$ cat src/rtl/fifo_pkg.sv
// Shared definitions for the fifo read-port slice: default sizes, the
// sequence-checker state type and a pointer-width helper.
package fifo_pkg;

   localparam int FIFO_WIDTH = 6;
   localparam int FIFO_DEPTH = 64;

   typedef enum logic {
      CHK_IDLE  = 1'b0,
      CHK_TRACK = 1'b1
   } chk_state_e;

   // Pointer width for an n-entry buffer, never less than one bit.
   function automatic int clog2_min1(input int n);
      return (n > 2) ? $clog2(n) : 1;
   endfunction

endpackage

$ cat src/rtl/fifo_rd_port_if.sv
// Handshake bundle of the read port: fifo read side (empty/read/out_vld/out_data)
// and the downstream valid/ready stream. master = the read port itself.
interface fifo_rd_port_if import fifo_pkg::*; #(
   parameter int WIDTH = FIFO_WIDTH
) ();

   logic             empty_i;
   logic             read_o;
   logic             out_vld_i;
   logic [WIDTH-1:0] out_data_i;
   logic             m_vld_o;
   logic [WIDTH-1:0] m_data_o;
   logic             m_rdy_i;

   modport master (
      input  empty_i, out_vld_i, out_data_i, m_rdy_i,
      output read_o, m_vld_o, m_data_o
   );

   modport slave (
      output empty_i, out_vld_i, out_data_i, m_rdy_i,
      input  read_o, m_vld_o, m_data_o
   );

endinterface

$ cat src/rtl/fifo_rd_skid.sv
// Circular skid buffer absorbing words that arrive from the fifo read pipe.
// A push while full is accepted only when a pop frees the head slot in the
// same cycle; otherwise the word is dropped (the caller flags that case).
module fifo_rd_skid import fifo_pkg::*; #(
   parameter int WIDTH = FIFO_WIDTH,
   parameter int DEPTH = 2
) (
   input  logic                       clk,
   input  logic                       reset,
   input  logic                       push,
   input  logic [WIDTH-1:0]           push_data,
   input  logic                       pop,
   output logic [WIDTH-1:0]           head,
   output logic [$clog2(DEPTH+1)-1:0] occ,
   output logic                       full,
   output logic                       empty
);

   localparam int PTR_W = clog2_min1(DEPTH);
   localparam int OCC_W = $clog2(DEPTH + 1);

   logic [WIDTH-1:0] mem_r [DEPTH];
   logic [PTR_W-1:0] wr_ptr_r;
   logic [PTR_W-1:0] rd_ptr_r;
   logic [OCC_W-1:0] occ_r;
   logic             wr_en_s;
   logic             rd_en_s;
   logic             full_s;
   logic             empty_s;

   // Pointer advance with wrap at DEPTH (DEPTH need not be a power of two).
   function automatic logic [PTR_W-1:0] next_ptr(input logic [PTR_W-1:0] p);
      return (p == PTR_W'(DEPTH - 1)) ? {PTR_W{1'b0}} : (p + PTR_W'(1'b1));
   endfunction

   // Status flags and qualified write/read enables.
   always_comb begin
      full_s  = (occ_r == OCC_W'(DEPTH));
      empty_s = (occ_r == {OCC_W{1'b0}});
      wr_en_s = push & (~full_s | pop);
      rd_en_s = pop & ~empty_s;
   end

   // Storage, pointers and occupancy; all cleared by reset.
   always_ff @(posedge clk or posedge reset) begin
      if (reset) begin
         wr_ptr_r <= {PTR_W{1'b0}};
         rd_ptr_r <= {PTR_W{1'b0}};
         occ_r    <= {OCC_W{1'b0}};
         for (int i = 0; i < DEPTH; i++) begin
            mem_r[i] <= {WIDTH{1'b0}};
         end
      end else begin
         if (wr_en_s) begin
            mem_r[wr_ptr_r] <= push_data;
            wr_ptr_r        <= next_ptr(wr_ptr_r);
         end
         if (rd_en_s) begin
            rd_ptr_r <= next_ptr(rd_ptr_r);
         end
         case ({wr_en_s, rd_en_s})
            2'b10:   occ_r <= occ_r + OCC_W'(1'b1);
            2'b01:   occ_r <= occ_r - OCC_W'(1'b1);
            default: occ_r <= occ_r;
         endcase
      end
   end

   assign head  = mem_r[rd_ptr_r];
   assign occ   = occ_r;
   assign full  = full_s;
   assign empty = empty_s;

endmodule

$ cat src/rtl/fifo_rd_port.sv
// Fifo read port: issues credit-limited pops, buffers returning words in a
// skid buffer and re-presents them on a valid/ready stream. Also counts
// delivered words and checks an incrementing data pattern.
module fifo_rd_port import fifo_pkg::*; #(
   parameter int WIDTH      = FIFO_WIDTH,
   parameter int RD_LAT     = 1,
   parameter int SKID_DEPTH = 2,
   parameter int CNT_W      = 16
) (
   input  logic             clk,
   input  logic             reset,
   fifo_rd_port_if.master   bus,
   input  logic             chk_en_i,
   output logic             seq_err_o,
   output logic             proto_err_o,
   output logic [CNT_W-1:0] word_cnt_o
);

   localparam int OCC_W = $clog2(SKID_DEPTH + 1);

   if ((RD_LAT < 1) || (RD_LAT > 4)) begin : g_bad_lat
      $error("fifo_rd_port: RD_LAT must be in 1..4");
   end
   if (SKID_DEPTH < (RD_LAT + 1)) begin : g_bad_skid
      $error("fifo_rd_port: SKID_DEPTH must be >= RD_LAT+1");
   end

   logic [RD_LAT-1:0] pipe_r;
   logic [RD_LAT-1:0] pipe_nxt_s;
   logic [OCC_W-1:0]  occ_s;
   logic [WIDTH-1:0]  head_s;
   logic              full_s;
   logic              skid_empty_s;
   logic              pop_s;
   logic              read_s;
   int                inflight_s;
   int                free_s;

   logic              proto_err_r;
   logic [CNT_W-1:0]  word_cnt_r;
   chk_state_e        chk_state_r;
   chk_state_e        chk_state_nxt_s;
   logic [WIDTH-1:0]  exp_r;
   logic [WIDTH-1:0]  exp_nxt_s;
   logic              seq_err_r;
   logic              seq_err_nxt_s;

   // Credit: a read is issued only if a skid slot is guaranteed for its data.
   always_comb begin
      inflight_s = 0;
      for (int i = 0; i < RD_LAT; i++) begin
         inflight_s = inflight_s + int'(pipe_r[i]);
      end
      free_s = SKID_DEPTH - int'(occ_s) - inflight_s;
      read_s = ~bus.empty_i & (free_s > 0);
   end

   // Next value of the issued-read shift pipe; the tail marks expected data.
   always_comb begin
      pipe_nxt_s    = {RD_LAT{1'b0}};
      pipe_nxt_s[0] = read_s;
      for (int i = 1; i < RD_LAT; i++) begin
         pipe_nxt_s[i] = pipe_r[i-1];
      end
   end

   // Issued-read pipe register.
   always_ff @(posedge clk or posedge reset) begin
      if (reset) begin
         pipe_r <= {RD_LAT{1'b0}};
      end else begin
         pipe_r <= pipe_nxt_s;
      end
   end

   fifo_rd_skid #(
      .WIDTH (WIDTH),
      .DEPTH (SKID_DEPTH)
   ) u_skid (
      .clk       (clk),
      .reset     (reset),
      .push      (bus.out_vld_i),
      .push_data (bus.out_data_i),
      .pop       (pop_s),
      .head      (head_s),
      .occ       (occ_s),
      .full      (full_s),
      .empty     (skid_empty_s)
   );

   assign pop_s = ~skid_empty_s & bus.m_rdy_i;

   // Sticky protocol error: unexpected data, or data arriving with the skid full.
   always_ff @(posedge clk or posedge reset) begin
      if (reset) begin
         proto_err_r <= 1'b0;
      end else if (bus.out_vld_i & (~pipe_r[RD_LAT-1] | full_s)) begin
         proto_err_r <= 1'b1;
      end else begin
         proto_err_r <= proto_err_r;
      end
   end

   // Delivered-word counter, wraps naturally.
   always_ff @(posedge clk or posedge reset) begin
      if (reset) begin
         word_cnt_r <= {CNT_W{1'b0}};
      end else if (pop_s) begin
         word_cnt_r <= word_cnt_r + CNT_W'(1'b1);
      end else begin
         word_cnt_r <= word_cnt_r;
      end
   end

   // Checker next state: arm on first pop, then compare each popped word.
   always_comb begin
      chk_state_nxt_s = chk_state_r;
      exp_nxt_s       = exp_r;
      seq_err_nxt_s   = seq_err_r;
      if (!chk_en_i) begin
         chk_state_nxt_s = CHK_IDLE;
      end else begin
         case (chk_state_r)
            CHK_IDLE: begin
               if (pop_s) begin
                  exp_nxt_s       = head_s + WIDTH'(1'b1);
                  chk_state_nxt_s = CHK_TRACK;
               end else begin
                  chk_state_nxt_s = CHK_IDLE;
               end
            end
            CHK_TRACK: begin
               if (pop_s) begin
                  if (head_s != exp_r) begin
                     seq_err_nxt_s = 1'b1;
                  end else begin
                     seq_err_nxt_s = seq_err_r;
                  end
                  exp_nxt_s = head_s + WIDTH'(1'b1);
               end else begin
                  exp_nxt_s = exp_r;
               end
            end
            default: begin
               chk_state_nxt_s = CHK_IDLE;
            end
         endcase
      end
   end

   // Checker state registers.
   always_ff @(posedge clk or posedge reset) begin
      if (reset) begin
         chk_state_r <= CHK_IDLE;
         exp_r       <= {WIDTH{1'b0}};
         seq_err_r   <= 1'b0;
      end else begin
         chk_state_r <= chk_state_nxt_s;
         exp_r       <= exp_nxt_s;
         seq_err_r   <= seq_err_nxt_s;
      end
   end

   assign bus.read_o   = read_s;
   assign bus.m_vld_o  = ~skid_empty_s;
   assign bus.m_data_o = head_s;
   assign seq_err_o    = seq_err_r;
   assign proto_err_o  = proto_err_r;
   assign word_cnt_o   = word_cnt_r;

endmodule

$ cat src/flat_wrapper.sv
// flat-port wrapper written by rule: the top's interface ports become plain ports
module fifo_rd_port_flat import fifo_pkg::*;
#(
   parameter int WIDTH      = FIFO_WIDTH,
   parameter int RD_LAT     = 1,
   parameter int SKID_DEPTH = 2,
   parameter int CNT_W      = 16
)
  (clk, reset, chk_en_i, seq_err_o, proto_err_o, word_cnt_o, bus_empty_i, bus_out_vld_i, bus_out_data_i, bus_m_rdy_i, bus_read_o, bus_m_vld_o, bus_m_data_o);
  fifo_rd_port_if #(.WIDTH(WIDTH)) bus_i ();
  input  logic clk;
  input  logic reset;
  input  logic chk_en_i;
  output logic seq_err_o;
  output logic proto_err_o;
  output logic [CNT_W-1:0] word_cnt_o;
  input wire logic [$bits(bus_i.empty_i)-1:0] bus_empty_i;
  input wire logic [$bits(bus_i.out_vld_i)-1:0] bus_out_vld_i;
  input wire logic [$bits(bus_i.out_data_i)-1:0] bus_out_data_i;
  input wire logic [$bits(bus_i.m_rdy_i)-1:0] bus_m_rdy_i;
  output wire logic [$bits(bus_i.read_o)-1:0] bus_read_o;
  output wire logic [$bits(bus_i.m_vld_o)-1:0] bus_m_vld_o;
  output wire logic [$bits(bus_i.m_data_o)-1:0] bus_m_data_o;
  assign bus_i.empty_i = bus_empty_i;
  assign bus_i.out_vld_i = bus_out_vld_i;
  assign bus_i.out_data_i = bus_out_data_i;
  assign bus_i.m_rdy_i = bus_m_rdy_i;
  assign bus_read_o = bus_i.read_o;
  assign bus_m_vld_o = bus_i.m_vld_o;
  assign bus_m_data_o = bus_i.m_data_o;
  fifo_rd_port #(.WIDTH(WIDTH), .RD_LAT(RD_LAT), .SKID_DEPTH(SKID_DEPTH), .CNT_W(CNT_W)) u_core (.clk(clk), .reset(reset), .bus(bus_i), .chk_en_i(chk_en_i), .seq_err_o(seq_err_o), .proto_err_o(proto_err_o), .word_cnt_o(word_cnt_o));
endmodule
$ cat config.mk
export PLATFORM = sky130hd
export DESIGN_NAME = fifo_rd_port_flat
export DESIGN_NICKNAME = d
export VERILOG_FILES = /design/src/rtl/fifo_pkg.sv /design/src/rtl/fifo_rd_port_if.sv /design/src/rtl/fifo_rd_skid.sv /design/src/rtl/fifo_rd_port.sv /design/src/flat_wrapper.sv
export SDC_FILE = /design/constraint.sdc
export NUM_CORES = 1
export LEC_CHECK = 0
export ABC_AREA = 1
export BUFFER_PORTS_ARGS = -buffer_cell sky130_fd_sc_hd__buf_2
export CAP_MARGIN = 25
export CELL_PAD_IN_SITES_DETAIL_PLACEMENT = 0
export CELL_PAD_IN_SITES_GLOBAL_PLACEMENT = 1
export CORE_MARGIN = 8
export CORE_UTILIZATION = 37
export DETAILED_ROUTE_END_ITERATION = 8
export PLACE_DENSITY = 0.79
export SETUP_SLACK_MARGIN = 0.05
export SYNTH_ARGS = -nofsm -noshare
export SYNTH_HDL_FRONTEND = slang
export SYNTH_SLANG_ARGS = --single-unit
$ cat constraint.sdc
create_clock -name clk -period 1.75 [get_ports clk]
set_clock_uncertainty 0.05 [all_clocks]
set_input_delay 0.4375 -clock clk [delete_from_list [all_inputs] [get_ports clk]]
set_output_delay 0.4375 -clock clk [all_outputs]
set_load 0.02 [all_outputs]
==> impl_metrics.json, run 1 <==
{
  "outcome": "finished, violations left",
  "violations": "negative setup slack",
  "grtUsageTotal_pct": 11.5,
  "yosys_warnings": 0,
  "slew_headroom_pct": 82.1,
  "grt_max_degree": 43,
  "worst_ep_arrival_time_ps": 1790,
  "cts_root_buffer": "clkbuf_8",
  "antenna_found_initial": 0,
  "p_sw_uw": 2230,
  "seqPwrFrac_pct": 31.8,
  "power_uw": 5100,
  "path_cells": "inv_2 -> ha_2 -> fa_1 -> a211o_1 -> inv_2 -> buf_6",
  "routed_wl_um": 4850,
  "worstSkewPairLatency_ps": 290,
  "holdWs_ps": 127,
  "insertedDiodeCount": 0,
  "die_h_um": 94.1,
  "setup_ws_ps": -526,
  "cp_slowest_cell": "dfrtp_2",
  "syn2layout_area_growth_pct": 34.4,
  "power_density_nw_per_um2": 1680,
  "drc_errors": 0,
  "yosys-top-cells-area": "dfrtp_1 (47%), nand2_1 (14%), inv_1 (6.0%), xor2_1 (3.5%), ha_1 (3.3%)",
  "grt_pass1_wl_um": 8200,
  "die_area_um2": 8850,
  "cts_max_level": 2,
  "cp_slowest_stage_delay_ps": 420,
  "numCtsBuffers": 5,
  "grt.overflow.total": 0,
  "pin_count": 38,
  "portBuffers": 37,
  "maxCapViolCount": 0,
  "timing.critical_path.buf_inv": 3,
  "dr.pass1.iters": 4,
  "clk_pin_slew_ps": 90,
  "clock_path_buffers": 2,
  "ys_ff_latch": 42,
  "dp_hpwl_um": 3540,
  "antenna_left": 0,
  "cts_tree": "built",
  "cp_max_fo": 3,
  "drive_above_1_share_pct": 36.1,
  "path_delay_family": "adder cells",
  "intPower_uw": 2870,
  "syn_nets": 289,
  "synth.top_cell.area_share_pct": 46.6,
  "start_util_pct": 38.1,
  "hold_violations": 0,
  "path_class": "reg -> out",
  "critPathLaunchType": "flip-flop",
  "fill_cells": 580,
  "pwr-share-comb_pct": 55.7,
  "first_global_vias": 1800,
  "routed_via_density": 4.52,
  "clock_sinks": 42,
  "rsz0062_at_grt": "yes",
  "hp-class": "in -> async",
  "swShare_pct": 43.7,
  "ys_seq_area_share_pct": 46.6,
  "syn_area_per_cell_um2": 8.35,
  "setup_viol_count_final": 1,
  "tightest_slew_ps": 268,
  "pre_cts_ws_ps": -234,
  "power.share.clock_pct": 12.5,
  "hold_buffers": 0,
  "die_x_um": 94.1,
  "p_leak_uw": 0.00157,
  "vias": 1829,
  "avgRoutedWirePerCell_um": 12.0,
  "crit_top_cell": "inv_2",
  "tns_ps": -526,
  "ir_worst_vdd_mv": 0.686,
  "cp.required_ps": 1260,
  "design_area_um2": 3030,
  "rows": 28,
  "netlist_area_um2": 2250,
  "fmax_mhz": 439,
  "final_nets": 348,
  "place_area_um2": 2640,
  "core_area_um2": 5920,
  "drt-initial-drc-count": 51,
  "timing.final.crit_share_pct": 130,
  "synth_cell_types": 31,
  "gp_congestion": 0.706,
  "drv_slew": 0,
  "post-route-min-period_ps": 2280,
  "endpoint_kind": "output pin",
  "synthCells": 270,
  "synth_top_cell_by_area": "dfrtp_1"
}
## path summary, 6_finish.rpt
kind                            slack (ps)  cells past startpoint                              from                                end
min in group clk                       330                      3                       bus_empty_i            u_core.pipe_r$_DFF_PP0_
worst max register to register          20                     12  u_core.u_skid.occ[0]$_DFFE_PP0P_  u_core.word_cnt_o[14]$_DFFE_PP0P_
worst min-delay path                   130                      3                             reset       u_core.chk_state_r$_DFF_PP0_
worst min register to register         420                      2      u_core.seq_err_o$_DFFE_PP0P_       u_core.seq_err_o$_DFFE_PP0P_
worst max-delay path                  -530                      6  u_core.u_skid.occ[0]$_DFFE_PP0P_                         bus_read_o
max in group asynchronous             1290                      3                             reset   u_core.u_skid.occ[0]$_DFFE_PP0P_
## metal layers
metal	track usage, %	share of wire [%]	vias up
met5	0	0	-
met4	4.76	1.6	0
met3	3.04	5.8	7
met2	18.5	47	35
met1	14.1	45	835
li1	-	-	952
## stage by stage
step | utilization (%) | instances
global route | 51.2 | 405
CTS | 48.9 | 405
finish | 51.2 | 405
global placement | 44.6 | 387
floorplan | - | 270
detailed placement | 44.6 | 387
## worst register-to-register path: stages (launching register included)
cell and delay, ps:
dfrtp_2 380, inv_2 40, buf_4 140, ha_4 170
inv_6 60, nand2_8 70, buf_12 150, nor2_4 100
nand2_2 80, nor2_4 120, nand2_2 80, o21ai_1 120
nand2_1 60
## placed cells by master, fill, tap and decap left out, types with 2 or more instances in the layout
cell type and count:
buf_12 4, buf_2 29, buf_4 14, buf_6 9, clkbuf_8 5, clkinv_4 2, dfrtp_1 40, dfrtp_2 2
ha_1 3, ha_4 2, inv_1 31, inv_2 6, nand2_1 72, nand2_2 7, nand2_4 13, nand2_8 2
nand3_1 14, nand3_2 3, nand4_1 3, nor2_1 14, nor2_4 3, o21ai_0 2, o21ai_1 11, o21ai_2 6
o22ai_1 2, xnor2_1 5, xor2_1 9
## sequential cells by signal (all words and copies together), names as in the netlist
signal                  flops
u_core.u_skid.wr_ptr_r      1
u_core.u_skid.occ           2
u_core.u_skid.rd_ptr_r      1
u_core.word_cnt_o          16
u_core.chk_state_r          1
u_core.seq_err_o            1
u_core.exp_r                6
u_core.proto_err_o          1
u_core.pipe_r               1
u_core.u_skid.mem_r        12
## power by group through the flow
stage / clock network (uW) / logic (uW) / registers, uW
after floorplan: 0 / 1590 / 1600
after global placement: 0 / 2160 / 1590
after detailed placement: 0 / 2190 / 1600
after CTS: 670 / 2600 / 1580
after global routing: 701 / 3160 / 1670
final: 637 / 2840 / 1620
## synth_stat cells, drive strengths merged
library cell,instances
nand2,94
nor3,3
o21ai,19
nand4,3
or2,1
xor2,9
nor2,18
o22ai,2
a21oi,2
a211o,1
o21bai,1
buf,4
ha,6
nand3,17
inv,41
dfrtp,42
xnor2,6
fa,1
## layout make-up
class | count | area (um2) | share of cell area (%)
clock buffer | 5 | 68.8 | 2.27
clock inverter | 3 | 21.3 | 0.702
inverter | 41 | 174 | 5.74
multi-input combinational | 183 | 1190 | 39.2
sequential | 42 | 1050 | 34.8
tap | 75 | 93.8 | 3.10
timing repair buffer | 56 | 432 | 14.2
## cells by family (layout without fill, tap and decap cells)
kind of cell | after synthesis | count (layout) | synth area share, %
DFF | 42 | 42 | 46.6
xor gates and xnor gates | 15 | 15 | 5.83
AOI/OAI and AO/OA | 25 | 25 | 6.94
buffers and inverters | 45 | 105 | 8.49
adders and majority gates | 7 | 7 | 4.22
and+or+nand+nor | 136 | 136 | 27.9
## repair_timing
action                     4_1_cts  5_1_grt
resized for setup               23       32
setup endpoints to repair       13       22
buffers inserted                10        0
pin swaps                       10        7
(Power assumes the default switching activity.)
==> run 2: changes to the inputs <==
--- a/config.mk
+++ b/config.mk
@@ -11,9 +11,9 @@
 export CELL_PAD_IN_SITES_DETAIL_PLACEMENT = 0
 export CELL_PAD_IN_SITES_GLOBAL_PLACEMENT = 1
 export CORE_MARGIN = 8
-export CORE_UTILIZATION = 37
+export CORE_UTILIZATION = 45
 export DETAILED_ROUTE_END_ITERATION = 8
-export PLACE_DENSITY = 0.79
+export PLACE_DENSITY = 0.89
 export SETUP_SLACK_MARGIN = 0.05
 export SYNTH_ARGS = -nofsm -noshare
 export SYNTH_HDL_FRONTEND = slang
==> constraint.sdc (replaced) <==
create_clock -name clk -period 2.9 [get_ports clk]
set_clock_uncertainty 0.05 [all_clocks]
set_input_delay 0.725 -clock clk [delete_from_list [all_inputs] [get_ports clk]]
set_output_delay 0.725 -clock clk [all_outputs]
set_load 0.02 [all_outputs]
==> run 2 against run 1 <==
The run now ends clean. Register-to-register slack improved by 920 ps. Sequential power decreased by 40%. Sequential share of layout area increased by 6.0 points. Global-route usage increased by 1.7 points. Clock power decreased by 42%. Worst hold slack improved by 280 ps. Critical endpoint unchanged. Final cell count decreased by 6.4%. Largest cell class is now sequential cells. Critical path type unchanged. First-iteration DRC count increased by 55%.
==> impl_metrics.json, run 2 (synthesized netlist as in run 1, its figures left out) <==
{
  "power_density_nw_per_um2": 962,
  "cts_resized": 0,
  "routed_wl_um": 4420,
  "antenna_found_initial": 0,
  "cp_slowest_stage_delay_ps": 440,
  "tns_ps": 0,
  "rsz0062_at_grt": "no",
  "dp_hpwl_um": 3370,
  "largest_register_ffs": 16,
  "timing.critical_path.buf_inv": 3,
  "insertedDiodeCount": 0,
  "p_leak_uw": 0.00140,
  "outcome": "finished, final reports clean",
  "final_cell_mix": "nand2_1 (83), dfrtp_1 (41), buf_2 (37)",
  "cp_slowest_cell": "fa_1",
  "hold_violations": 0,
  "setup_viol_count_final": 0,
  "die_area_um2": 7530,
  "post-route-min-period_ps": 2710,
  "final_common_cell": "nand2_1",
  "tightest_slew_ps": 520,
  "grt_pass1_wl_um": 7940,
  "timing.final.crit_share_pct": 93.4,
  "grt.overflow.total": 0,
  "portBuffers": 37,
  "crit_top_cell": "inv_1",
  "vias": 1751,
  "path_class": "reg -> out",
  "start_util_pct": 47.1,
  "worst_ep_arrival_time_ps": 1930,
  "drc_errors": 0,
  "drt-initial-drc-count": 79,
  "path_cells": "inv_1 -> ha_1 -> fa_1 -> a211o_1 -> inv_1 -> buf_2",
  "cts_root_buffer": "clkbuf_8",
  "endpoint_kind": "output pin",
  "slew_headroom_pct": 65.3,
  "pin_count": 38,
  "critPathLaunchType": "flip-flop",
  "hp-class": "reg -> reg",
  "cts_tree": "built",
  "rows": 25,
  "gp_congestion": 0.798,
  "core_area_um2": 4790,
  "grtUsageTotal_pct": 13.2,
  "clock_path_buffers": 2,
  "ir_worst_vdd_mv": 0.510,
  "power_uw": 2480,
  "routed_via_density": 4.62,
  "path_delay_family": "adder cells",
  "cp.required_ps": 2120,
  "maxCapViolCount": 0,
  "final_nets": 330,
  "cts_max_level": 2,
  "die_h_um": 86.8,
  "clk_pin_slew_ps": 80,
  "cp_max_fo": 5,
  "worstSkewPairLatency_ps": 290,
  "post_cts_buffers": 0,
  "drive_above_1_share_pct": 24.4,
  "numCtsBuffers": 5,
  "antenna_left": 0,
  "fmax_mhz": 369,
  "avgRoutedWirePerCell_um": 11.7,
  "die_x_um": 86.8,
  "first_global_vias": 1777,
  "dr.pass1.iters": 4,
  "grt_max_degree": 43,
  "syn2layout_area_growth_pct": 14.6,
  "hold_buffers": 0,
  "clock_sinks": 42,
  "drv_slew": 0
}
==> run 2: cell count changes in the layout (fill, tap and decap cells not counted), sizes merged <==
cell	before	now
buf	56	38
clkbuf	5	6
clkinv	3	2
clkinvlp	1	0
inv	40	41
==> run 2: through the flow <==
step	util [%]	instance area (um2)	hold WS (ps)	std cells	setup slack (ps)
after floorplan	-	2250	405	270	593
after global placement	52.2	2500	392	371	487
after detailed placement	52.2	2500	394	371	468
after CTS	54.0	2580	415	379	111
after global routing	54.0	2580	441	379	87.9
final	54.0	2580	408	379	191
==> run 2: power by group <==
group          switching [uW]  leakage, uW  internal (uW)
clock network             201    0.0000452            170
registers                 182     0.000527            785
logic                     733     0.000824            413
==> run 2: area by class of cell <==
cell class	count	area, um2
multi-input cells	183	1010
well taps	67	83.8
fillers	467	2200
clock inverters	2	13.8
inverters	41	156
flip-flops and latches	42	1050
clock buffers	6	72.6
repair buffers	38	193
==> run 2: final timing paths <==
kind	from	end	slack, ps	cells after the start
worst max-delay path	u_core.u_skid.occ[0]$_DFFE_PP0P_	bus_read_o	190	6
worst min-delay path	u_core.seq_err_o$_DFFE_PP0P_	u_core.seq_err_o$_DFFE_PP0P_	410	2
worst max register to register	u_core.u_skid.occ[0]$_DFFE_PP0P_	u_core.u_skid.occ[1]$_DFFE_PP0P_	940	10
worst min register to register	u_core.seq_err_o$_DFFE_PP0P_	u_core.seq_err_o$_DFFE_PP0P_	410	2
max in group asynchronous	reset	u_core.u_skid.occ[0]$_DFFE_PP0P_	1930	3
min in group asynchronous	reset	u_core.pipe_r$_DFF_PP0_	500	3
==> run 2: tightest hold or removal path, cell delays in order, from the launching register on <==
cell	delay [ps]
dfrtp_1	340
inv_1	40
nand2_1	50
==> run 2: routing by layer <==
| layer | vias up | track usage (%) | part of all wire (%) |
|---|---|---|---|
| met3 | 4 | 3.78 | 4.6 |
| li1 | 915 | - | - |
| met5 | - | 0 | 0 |
| met2 | 35 | 20.1 | 43 |
| met4 | 0 | 4.69 | 0.99 |
| met1 | 797 | 17.2 | 51 |
